<file path="src/rtl/fetch_unit_if.sv">
// Fetch-stage bus bundle: instruction-memory req/ack port, decode valid/ready
// stream and the control unit's redirect inputs.
interface fetch_unit_if;
  logic        imem_req;
  logic [31:0] imem_addr;
  logic        imem_ack;
  logic [31:0] imem_rdata;
  logic        instr_valid;
  logic [31:0] instr;
  logic [31:0] instr_pc;
  logic        instr_ready;
  logic        pc_src;
  logic [31:0] branch_target;

  modport master (
    output imem_req, imem_addr, instr_valid, instr, instr_pc,
    input  imem_ack, imem_rdata, instr_ready, pc_src, branch_target
  );

  modport slave (
    input  imem_req, imem_addr, instr_valid, instr, instr_pc,
    output imem_ack, imem_rdata, instr_ready, pc_src, branch_target
  );
endinterface

</file>
<file path="src/rtl/fetch_unit.sv">
// Instruction fetch stage: owns the fetch PC, keeps at most one imem read in
// flight and feeds decode through a 2-entry prefetch FIFO.
module fetch_unit #(
  parameter logic [31:0] RESET_PC = 32'h0000_0000
) (
  input  logic         clk,
  input  logic         reset,
  fetch_unit_if.master bus
);
  typedef enum logic [1:0] {IDLE, WAIT, DROP} state_t;

  state_t      state, state_n;
  logic [31:0] pc, pc_n;
  logic [31:0] req_addr, req_addr_n;
  logic [31:0] target;
  logic [1:0]  count, count_n;
  logic [31:0] buf_pc   [2];
  logic [31:0] buf_data [2];
  logic        rd_ptr, wr_ptr;
  logic        push, pop;

  assign target          = bus.branch_target & ~32'h3;
  assign bus.imem_req    = (state != IDLE);
  assign bus.imem_addr   = req_addr;
  assign bus.instr_valid = (count != 2'd0);
  assign bus.instr       = buf_data[rd_ptr];
  assign bus.instr_pc    = buf_pc[rd_ptr];

  // req_addr is separate from pc so DROP can hold the abandoned address
  // while pc already tracks the redirect target.
  always_comb begin
    state_n    = state;
    pc_n       = pc;
    req_addr_n = req_addr;
    push       = (state == WAIT) && bus.imem_ack && !bus.pc_src;
    pop        = bus.instr_valid && bus.instr_ready && !bus.pc_src;
    count_n    = count + 2'(push) - 2'(pop);
    if (bus.pc_src) begin
      count_n = '0;
      pc_n    = target;
      if ((state != IDLE) && !bus.imem_ack) begin
        state_n = DROP;
      end else begin
        state_n    = WAIT;
        req_addr_n = target;
      end
    end else begin
      unique case (state)
        IDLE: begin
          if (count_n < 2'd2) begin
            state_n    = WAIT;
            req_addr_n = pc;
          end
        end
        WAIT: begin
          if (bus.imem_ack) begin
            pc_n = pc + 32'd4;
            if (count_n < 2'd2) req_addr_n = pc_n;
            else                state_n    = IDLE;
          end
        end
        DROP: begin
          if (bus.imem_ack) begin
            state_n    = WAIT;
            req_addr_n = pc;
          end
        end
        default: state_n = IDLE;
      endcase
    end
  end

  always_ff @(posedge clk or negedge reset) begin
    if (!reset) begin
      state       <= IDLE;
      pc          <= RESET_PC;
      req_addr    <= RESET_PC;
      count       <= '0;
      rd_ptr      <= 1'b0;
      wr_ptr      <= 1'b0;
      buf_pc[0]   <= '0;
      buf_pc[1]   <= '0;
      buf_data[0] <= '0;
      buf_data[1] <= '0;
    end else begin
      state    <= state_n;
      pc       <= pc_n;
      req_addr <= req_addr_n;
      count    <= count_n;
      if (bus.pc_src) begin
        wr_ptr <= rd_ptr;
      end else begin
        if (push) begin
          buf_pc[wr_ptr]   <= pc;
          buf_data[wr_ptr] <= bus.imem_rdata;
          wr_ptr           <= ~wr_ptr;
        end
        if (pop) rd_ptr <= ~rd_ptr;
      end
    end
  end
endmodule

</file>
<file path="src/flat_wrapper.sv">
// flat-port wrapper written by rule: the top's interface ports become plain ports
module fetch_unit_flat 
#(
  parameter logic [31:0] RESET_PC = 32'h0000_0000
)
  (clk, reset, bus_imem_req, bus_imem_addr, bus_instr_valid, bus_instr, bus_instr_pc, bus_imem_ack, bus_imem_rdata, bus_instr_ready, bus_pc_src, bus_branch_target);
  fetch_unit_if bus_i ();
  input  logic clk;
  input  logic reset;
  output wire logic [$bits(bus_i.imem_req)-1:0] bus_imem_req;
  output wire logic [$bits(bus_i.imem_addr)-1:0] bus_imem_addr;
  output wire logic [$bits(bus_i.instr_valid)-1:0] bus_instr_valid;
  output wire logic [$bits(bus_i.instr)-1:0] bus_instr;
  output wire logic [$bits(bus_i.instr_pc)-1:0] bus_instr_pc;
  input wire logic [$bits(bus_i.imem_ack)-1:0] bus_imem_ack;
  input wire logic [$bits(bus_i.imem_rdata)-1:0] bus_imem_rdata;
  input wire logic [$bits(bus_i.instr_ready)-1:0] bus_instr_ready;
  input wire logic [$bits(bus_i.pc_src)-1:0] bus_pc_src;
  input wire logic [$bits(bus_i.branch_target)-1:0] bus_branch_target;
  assign bus_imem_req = bus_i.imem_req;
  assign bus_imem_addr = bus_i.imem_addr;
  assign bus_instr_valid = bus_i.instr_valid;
  assign bus_instr = bus_i.instr;
  assign bus_instr_pc = bus_i.instr_pc;
  assign bus_i.imem_ack = bus_imem_ack;
  assign bus_i.imem_rdata = bus_imem_rdata;
  assign bus_i.instr_ready = bus_instr_ready;
  assign bus_i.pc_src = bus_pc_src;
  assign bus_i.branch_target = bus_branch_target;
  fetch_unit #(.RESET_PC(RESET_PC)) u_core (.clk(clk), .reset(reset), .bus(bus_i));
endmodule
</file>
<file path="config.mk">
export PLATFORM = sky130hd
export DESIGN_NAME = fetch_unit_flat
export DESIGN_NICKNAME = d
export VERILOG_FILES = /design/src/rtl/fetch_unit_if.sv /design/src/rtl/fetch_unit.sv /design/src/flat_wrapper.sv
export SDC_FILE = /design/constraint.sdc
export NUM_CORES = 1
export LEC_CHECK = 0
export BUFFER_PORTS_ARGS = -buffer_cell sky130_fd_sc_hd__buf_2
export CAP_MARGIN = 10
export CORE_MARGIN = 2
export CORE_UTILIZATION = 63
export CTS_BUF_LIST = sky130_fd_sc_hd__clkbuf_4
export DETAILED_ROUTE_END_ITERATION = 8
export PLACE_DENSITY = 0.93
export SLEW_MARGIN = 10
export SYNTH_ARGS = -nofsm -noshare
export SYNTH_HDL_FRONTEND = slang
export SYNTH_SLANG_ARGS = --single-unit
</file>
<file path="constraint.sdc">
create_clock -name clk -period 7.25 [get_ports clk]
set_input_delay 1.45 -clock clk [delete_from_list [all_inputs] [get_ports clk]]
set_output_delay 1.45 -clock clk [all_outputs]
set_load 0.005 [all_outputs]
</file>
==> out/metrics.yaml <==
netSwitchingPower_mw: 1.23
clock_insertion_delay_worst_skew_ns: 0.60
destination_of_the_worst_register_to_register_timing_path: "u_core.bus.imem_addr[17]"
critPathRequiredTime_ns: 7.76
die_height_um: 127
chipWidth_um: 127
htree_levels: 4
period_needed_ns: 4.19
synth_cell_types: 56
grt_pass1_wl_um: 34800
routed-via-count: 6683
final.setup_skew_ns: 0.0217
layout.cell_area.non_filler_um2: 10600
io-pin-count: 167
placement.io_buffers: 162
total_die_area_um2: 16100
cts.path.max_buffers: 2
power.clock.fraction_pct: 13.3
detail-route-antenna-nets: 0
gp_congestion: 0.852
power_density_over_the_cells_nw_per_um2: 351
globalRoute.totalOverflow: 0
timing.hold.worst_path_depth: 2
synth_area_per_cell_um2: 11.9
net_sw_share_pct: 33.2
post_synth_edffs: 0
drt-pass1-iter-count: 5
drt_iter0_drc: 575
initial_utilization_pct: 64.8
setup-tns-final_ns: 0
rows: 44
cts_buffers: 17
run_status: "complete, no violations"
post-cts-setup-buffers: 0
max_freq_mhz: 239
proportion_of_register_bits_with_asynchronous_set_or_reset_after_synthesis_pct: 100
register_area_um2: 4780
groute.usage.overall_pct: 27.6
netlist.area_leader.share_pct: 50.4
worst_slew_margin_rel_pct: 18.7
worst_ir_drop_vdd_mv: 0.238
tritoncts_clock_tree: "done"
ys_top_cells_by_count: "195 x sky130_fd_sc_hd__mux2_2, 191 x sky130_fd_sc_hd__dfrtp_1, 53 x sky130_fd_sc_hd__nand2_1, 39 x sky130_fd_sc_hd__clkbuf_1, 36 x sky130_fd_sc_hd__nor2_1"
cts.sinks: 191
synth.yosys.seq_area_share_pct: 50.4
yosysWarnings: 0
grt_pass1_vias: 6781
final-setup-viol-count: 0
synth_seq_cells: 191
timing.critical_path.to_type: "flop"
wl_per_cell_um: 19.0
multi_input_area_um2: 4420
netlist_top_cells_area: "sky130_fd_sc_hd__dfrtp_1 50%, sky130_fd_sc_hd__mux2_2 23%, sky130_fd_sc_hd__xor2_1 3.1%"
leakage_nw: 4.68
area_delta_synth_final_pct: 11.2
number_of_antenna_violations_at_the_first_check_in_global_routing: 3
min_delay_path_class: "reg -> reg"
hold_start: "u_core.buf_pc[25]"
timing.rr.start: "u_core.state[1]"
cts-root-buf: "sky130_fd_sc_hd__clkbuf_4"
cellInternalPower_mw: 2.47
layout_worst_path_cycle_share_pct: 57.8
critical_path_class: "in -> reg"
detail_route.drc_violations: 0
timing.reg2reg.worst_path_depth: 8
hold_viol_final: 0
mapped_cells: 796
postCtsHoldBufs: 0
nNetsFinal: 992
final_max_slew_viol_count: 0
ff2ff_setup_slack_ns: 3.65
crit_fanout: 46
synthMostInstantiatedCell: "sky130_fd_sc_hd__mux2_2"
min_delay_endpoint: "u_core.buf_pc[25]"
dpl_wire_length_um: 14800
post_route_cells_drive_above_1_share_pct: 44.5
clkTransAtPathRegs_ns: 0.14
fillerInstances: 1042
route.final.wire_length_um: 21200
cell_area_after_technology_mapping_um2: 9490
grt_max_degree: 83
fp.coreArea_um2: 14600
synthDominantAreaCellType: "sky130_fd_sc_hd__dfrtp_1"
worst_setup_path_start_kind: "input pin"
drv.max_cap_violation_count: 0
placedInstanceArea_um2: 10300
tightest_slew_ns: 1.21
critPathArrivalTime_ns: 4.70
postSynth.topFlopCell: "sky130_fd_sc_hd__dfrtp_1"
post_cts_resize_count: 0
p_comb_share_pct: 38.6
grt_setup_unrepaired: "no"
viasPerCell: 5.97
share_seq_of_total_power_pct: 48.1
## layer usage
layer	share of wire, %	track usage, %
met2	50	46.3
met3	5.8	4.98
met1	42	36.6
met5	0	0
met4	2.1	9.37
## state kept, by name (all words and copies together), names as in the netlist
signal                flops
u_core.buf_data          64
u_core.buf_pc            60
u_core.bus.imem_addr     31
u_core.pc                30
u_core.count              2
u_core.state              2
u_core.rd_ptr             1
u_core.wr_ptr             1
## cells by family after synthesis
group | after synthesis | synth area share, %
multiplexers | 210 | 24.7
adder cells (fa/ha/maj) | 3 | 0.396
XOR/XNOR | 52 | 4.94
AND/OR/NAND/NOR | 191 | 11.0
AO/OA/AOI/OAI | 77 | 5.31
other | 1 | 0.0395
flip-flops | 191 | 50.4
buffers and inverters | 71 | 3.26
## final cells by class
type | count | area share (%)
Sequential cell | 191 | 45.3
Multi-Input combinational cell | 535 | 41.9
Timing Repair Buffer | 170 | 8.33
Tap cell | 184 | 2.18
Clock buffer | 20 | 1.42
Clock inverter | 12 | 0.675
Inverter | 5 | 0.178
Antenna cell | 3 | 0.0711
## cells in the final DEF, fill, tap and decap left out, types with 4 or more instances in the layout
cell type / netlist / layout
sky130_fd_sc_hd__mux2_2: 195 / 195
sky130_fd_sc_hd__dfrtp_1: 191 / 190
sky130_fd_sc_hd__buf_2: 19 / 161
sky130_fd_sc_hd__nand2_1: 53 / 52
sky130_fd_sc_hd__nor2_1: 36 / 36
sky130_fd_sc_hd__xor2_1: 34 / 34
sky130_fd_sc_hd__o21ai_0: 25 / 25
sky130_fd_sc_hd__clkbuf_4: 0 / 20
sky130_fd_sc_hd__xnor2_1: 17 / 17
sky130_fd_sc_hd__nand4_1: 15 / 15
sky130_fd_sc_hd__mux2i_1: 15 / 15
sky130_fd_sc_hd__nand3_1: 14 / 14
sky130_fd_sc_hd__a21boi_0: 13 / 13
sky130_fd_sc_hd__nand2b_1: 12 / 12
sky130_fd_sc_hd__nor4_1: 12 / 12
sky130_fd_sc_hd__a21oi_1: 12 / 12
sky130_fd_sc_hd__nor3_1: 11 / 10
sky130_fd_sc_hd__buf_4: 3 / 8
sky130_fd_sc_hd__o31ai_1: 6 / 6
sky130_fd_sc_hd__nor2b_1: 5 / 5
sky130_fd_sc_hd__and3_1: 5 / 5
sky130_fd_sc_hd__inv_1: 4 / 4
sky130_fd_sc_hd__or3_1: 4 / 4
sky130_fd_sc_hd__clkinv_2: 0 / 4
## power groups by stage
stage / clock network (mW) / logic (mW) / registers [mW]
floorplan: 0 / 0.990 / 1.67
global placement: 0 / 1.39 / 1.76
detailed placement: 0 / 1.44 / 1.80
CTS: 0.501 / 1.45 / 1.78
global route: 0.546 / 1.55 / 1.84
finish: 0.494 / 1.43 / 1.78
## metrics by stage
stage / power (mW) / instances / hold WS (ns) / setup WS (ns) / utilization [%]
final: 3.70 / 1120 / 0.493 / 3.06 / 72.1
after global placement: 3.16 / 1085 / 0.455 / 2.57 / 70.5
after detailed placement: 3.24 / 1085 / 0.466 / 2.49 / 70.5
after global routing: 3.94 / 1120 / 0.532 / 2.87 / 72.1
after CTS: 3.73 / 1117 / 0.496 / 3.09 / 72.1
after floorplan: 2.66 / 797 / 0.444 / 3.63 / -
## worst max-delay path by stage
stage	startpoint	endpoint	slack [ns]	depth (start not counted)
6_report	bus_pc_src	u_core.bus.imem_addr[17]	3.06	11
5_1_grt	bus_pc_src	u_core.bus.imem_addr[21]	2.87	11
4_1_cts	bus_pc_src	u_core.bus.imem_addr[17]	3.09	11
3_5_place_dp	bus_pc_src	u_core.bus.imem_addr[17]	2.49	11
3_3_place_gp	bus_pc_src	u_core.bus.imem_addr[24]	2.57	11
2_1_floorplan	bus_pc_src	u_core.bus.imem_addr[18]	3.63	12
## critical path, stage by stage
cell and delay (ns):
sky130_fd_sc_hd__buf_2 0.11, sky130_fd_sc_hd__inv_2 0.59, sky130_fd_sc_hd__and3_1 0.33, sky130_fd_sc_hd__ha_1 0.25, sky130_fd_sc_hd__inv_1 0.06, sky130_fd_sc_hd__ha_1 0.14, sky130_fd_sc_hd__xnor3_1 0.22, sky130_fd_sc_hd__nor3_1 0.22
sky130_fd_sc_hd__or3_1 0.74, sky130_fd_sc_hd__nor2_1 0.33, sky130_fd_sc_hd__a21oi_1 0.25
(Power assumes the default switching activity.)
